### config.mk
export PLATFORM = sky130hd
export DESIGN_NAME = bcd_counter_n
export DESIGN_NICKNAME = d
export VERILOG_FILES = /design/src/rtl/bcd_counter_n.sv
export SDC_FILE = /design/constraint.sdc
export NUM_CORES = 1
export LEC_CHECK = 0
export CORE_AREA = 10 10 61 87
export DETAILED_ROUTE_END_ITERATION = 16
export DIE_AREA = 0 0 71 97
export GPL_TIMING_DRIVEN = 1
export HOLD_SLACK_MARGIN = 0.15
export SKIP_LAST_GASP = 1
export SYNTH_ARGS = -nofsm -noshare
export SYNTH_HDL_FRONTEND = slang
export SYNTH_SLANG_ARGS = --single-unit
### constraint.sdc
create_clock -name Clk -period 3 [get_ports Clk]
set_clock_uncertainty 0.1 [all_clocks]
set_input_delay 0.6 -clock Clk [delete_from_list [all_inputs] [get_ports Clk]]
set_output_delay 0.6 -clock Clk [all_outputs]
set_load 0.05 [all_outputs]
### src/rtl/bcd_counter_n.sv
// bcd_counter_n: cascaded N-digit BCD up/down counter with synchronous load,
// clear and count enable (priority Load > Clr > Cin). All outputs registered.
// Optional macro BCD_COUNTER_SAT_EN: saturate at all-9s / all-0s instead of
// wrapping; Count then flags each blocked step.
module bcd_counter_n #(
  parameter int DIGITS = 3,
  parameter int W      = 4 * DIGITS
) (
  input  logic         Clk,
  input  logic         Rst_n,
  input  logic         Cin,
  input  logic         Up,
  input  logic         Clr,
  input  logic         Load,
  input  logic [W-1:0] Din,
  output logic         Count,
  output logic [W-1:0] q,
  output logic         Err
);

  // True when every nibble of v is a legal BCD digit (0..9).
  function automatic logic bcd_valid(input logic [W-1:0] v);
    logic ok;
    ok = 1'b1;
    for (int k = 0; k < DIGITS; k++) begin
      if (v[4*k +: 4] > 4'd9) begin
        ok = 1'b0;
      end else begin
        ok = ok;
      end
    end
    return ok;
  endfunction

  // One ripple step across all digits in a single cycle. The returned MSB is
  // the carry/borrow out of the top digit, set only when every digit wrapped,
  // i.e. the count was all 9s (up) or all 0s (down).
  function automatic logic [W:0] bcd_step(input logic [W-1:0] v, input logic up);
    logic [W-1:0] r;
    logic         c;
    logic [3:0]   d;
    r = v;
    c = 1'b1;
    for (int k = 0; k < DIGITS; k++) begin
      d = v[4*k +: 4];
      if (c) begin
        if (up) begin
          if (d == 4'd9) begin
            r[4*k +: 4] = 4'd0;
            c           = 1'b1;
          end else begin
            r[4*k +: 4] = d + 4'd1;
            c           = 1'b0;
          end
        end else begin
          if (d == 4'd0) begin
            r[4*k +: 4] = 4'd9;
            c           = 1'b1;
          end else begin
            r[4*k +: 4] = d - 4'd1;
            c           = 1'b0;
          end
        end
      end else begin
        r[4*k +: 4] = d;
      end
    end
    return {c, r};
  endfunction

  logic [W-1:0] q_r;
  logic         count_r;
  logic         err_r;
  logic [W-1:0] q_nxt_s;
  logic         count_nxt_s;
  logic         err_nxt_s;
  logic [W:0]   step_s;

  // Next-state selection in priority order Load > Clr > Cin > hold.
  always_comb begin
    q_nxt_s     = q_r;
    count_nxt_s = 1'b0;
    err_nxt_s   = 1'b0;
    step_s      = bcd_step(q_r, Up);
    if (Load) begin
      if (bcd_valid(Din)) begin
        q_nxt_s = Din;
      end else begin
        // Reject: keep the count so q never shows a non-BCD nibble.
        err_nxt_s = 1'b1;
      end
    end else if (Clr) begin
      q_nxt_s = {W{1'b0}};
    end else if (Cin) begin
      count_nxt_s = step_s[W];
`ifdef BCD_COUNTER_SAT_EN
      if (step_s[W]) begin
        q_nxt_s = q_r;
      end else begin
        q_nxt_s = step_s[W-1:0];
      end
`else
      q_nxt_s = step_s[W-1:0];
`endif
    end else begin
      q_nxt_s = q_r;
    end
  end

  // Output registers; reset clears them immediately, independent of Clk.
  always_ff @(posedge Clk or negedge Rst_n) begin
    if (!Rst_n) begin
      q_r     <= {W{1'b0}};
      count_r <= 1'b0;
      err_r   <= 1'b0;
    end else begin
      q_r     <= q_nxt_s;
      count_r <= count_nxt_s;
      err_r   <= err_nxt_s;
    end
  end

  assign q     = q_r;
  assign Count = count_r;
  assign Err   = err_r;

endmodule

==> key figures <==
Worst setup path
  – Top delay family on crit path: buffers and inverters
  – Max Fanout on Critical Path: 14
  – Worst EP arrival: about 1.8 ns
  – Crit-path cells: clkdlybuf4s50_1
  – WS Path Type: flip-flop to output port
  – Worst setup EP type: output port
  – CP max-delay cell: clkdlybuf4s50_1
  – CP startpoint kind: flip-flop
  – Max incr delay on CP: ~0.9 ns
  – Critical Path RT: 2.30 ns
  – Critical path buffer and inverter count: 1

Cells and area
  – Layout cells sized above 1: roughly 11%
  – Finished Layout Cells: ~220
  – Core Util, Final: a little over two fifths
  – Ant diodes: 0
  – Fin nets: 196
  – Area growth syn-to-layout: 24.5%

STA
  – FMAX: just over 400 MHz
  – Worst slew pin tran: 0.694 ns
  – Final Critical Period: 2.46 ns
  – Hold slack: around 0.57 ns
  – Final Hold Viols: 0
  – RSZ-0062 raised after global routing: false
  – Final setup viols: 0
  – Fin crit share: ~82%
  – Slew headroom: between 50% and 60%
  – Setup TNS: 0 ns
  – Setup WS post-layout: ~0.54 ns
  – Slew Viols, Final: 0

Synth
  – Average size of a mapped cell: 8.23 µm²
  – Synth area leader: dfrtp_1
  – Yosys cell types: between 50 and 60
  – Synthesis Warnings: 0
  – Main flop type after synthesis: dfrtp_1
  – Post-synth top area share: about 27%
  – Top post-synthesis cells by area: dfrtp_1 27%, nor2_1 5.3%, buf_6 4.4%
  – Net Count, Synth: about 170
  – Netlist Area Pre-Place: 1280 µm²
  – Count leader, synth: nor2_1
  – EDFF count, synth: 0
  – Synth top cells by count: 18 x nor2_1, 14 x dfrtp_1, 10 x a21oi_1, 10 x nand2_1, 6 x o21ai_0
  – Seq cells post-synth: 14
  – Mapped Cells: between 150 and 200
  – Register area share after synthesis: a little over a quarter
  – Post-synth ARST share: 100%

Min path
  – Worst Hold Class: flip-flop to flip-flop

Detailed routing
  – Routed WL per cell: 16.4 µm
  – Routed Antenna Nets: 0
  – DR pass1 iterations: 4
  – Drt total wl: ~3.6 mm
  – # DRC: 0
  – Vias per inst: 5.63
  – Initial DRC count: 68
  – Via count: ~1200

Clock tree
  – Cts repair resizes: 0
  – CTS tree: yes
  – Post-CTS setup buffers: 0
  – Hold bufs inserted after CTS: 0
  – Clock slew at reported path FFs: 0.06 ns
  – Clock tree sinks: 14
  – Clk root buf: clkbuf_8
  – Max Buffers Root-to-Sink: 2
  – CTS Buf Count: 3
  – CTS H-tree lvls: 1
  – Clock latency on the worst-skew pair: about 0.25 ns

Global route
  – Vias in the first global route: about 1300
  – Total grt overflow: 0
  – First-pass GRT wire length: roughly 6 mm
  – Initial antenna violation count: 0
  – Largest net degree at the start of global routing: 31
  – GRT Resource Usage Total: ~10%

Die
  – Die Span Y: roughly 97 µm
  – Io pins: 32
  – FP Rows: 27
  – Chip width: 71 µm
  – Die area: 6890 µm²
  – Initial core utilization: between 30% and 40%
  – Core footprint: 3720 µm²

Placement
  – IO buf count: 31
  – Dpl ws: 0.417 ns
  – Gpl congestion: around 0.83
  – Post-DP HPWL: 2.78 mm
  – Cells after DPL: around 220

Pwr
  – P_leak: 0.601 nW
  – Max VDD drop: ~0.38 mV
  – Pwr/cell area: roughly 560 nW/µm²

Outcome
  – Status: finished, final reports clean

Flow run
  – Max cap viols: 0
-- cell type report --
| cell class | count | area [µm²] |
|---|---|---|
| Inverter | 5 | 18.8 |
| Multi-Input combinational cell | 120 | 792 |
| Tap cell | 43 | 53.8 |
| Sequential cell | 14 | 350 |
| Clock buffer | 3 | 41.3 |
| Timing Repair Buffer | 34 | 333 |
| Fill cell | 384 | 2130 |
-- worst register-to-register path, delay by kind of cell (launching register included) --
| family | cells | cell delay, ns |
|---|---|---|
| multiplexers | 1 | 0.29 |
| AO/OA/AOI/OAI | 2 | 0.49 |
| flip-flops | 1 | 0.54 |
| AND/OR/NAND/NOR | 2 | 0.36 |
-- report_power, final --
group | total (mW) | switching (mW) | internal, mW | leakage, nW
clock | 0.162 | 0.0724 | 0.0891 | 0.0216
sequential | 0.307 | 0.0887 | 0.219 | 0.168
combinational | 0.414 | 0.238 | 0.176 | 0.411
-- stage by stage --
step | area, µm² | total power [mW]
after detailed placement | 1550 | 0.727
after floorplan | 1280 | 0.611
final | 1590 | 0.883
after global routing | 1590 | 0.938
after CTS | 1590 | 0.892
after global placement | 1550 | 0.720
-- flip-flops by register name, indices dropped and copies added, names as in the netlist --
signal	cells
q	12
Err	1
Count	1
-- cell families after synthesis --
| kind of cell | count (synthesis) | synth area share [%] |
|---|---|---|
| simple gates | 55 | 23.0 |
| mux | 6 | 5.10 |
| xor+xnor | 5 | 3.43 |
| flops | 14 | 27.5 |
| buf+inv | 21 | 10.5 |
| compound gates | 54 | 30.5 |
-- per-layer routing --
metal	vias up	GRT usage (%)	routed length (µm)
met2	30	18.3	1910
met1	585	10.8	1400
met4	0	5.20	95
li1	610	-	-
met5	-	0	0
met3	7	2.76	186
-- layout by cell type (no fill, tap or decap), types with 3 or more instances in the layout --
master and count:
o21ai_0 6, nor3_1 5, dfrtp_1 14, o21ai_1 5, clkdlybuf4s50_1 31, clkbuf_8 3, mux2i_1 5, a21oi_1 10
xnor2_1 4, nand2_1 10, nand3_1 3, inv_1 4, buf_4 3, o211ai_1 4, nor2_1 18, a31oi_1 4
-- worst paths after layout --
check,startpoint,to,slack (ns),cells after the start
worst max-delay path,q[4],q[4],0.54,1
worst min-delay path,q[7],q[7],0.57,2
worst max register to register,q[4],q[11],1.12,5
worst min register to register,q[7],q[7],0.57,2
max in group asynchronous,Rst_n,Err,1.69,1
min in group asynchronous,Rst_n,q[3],0.67,1
Note: power is estimated with default switching activity, not from simulation.
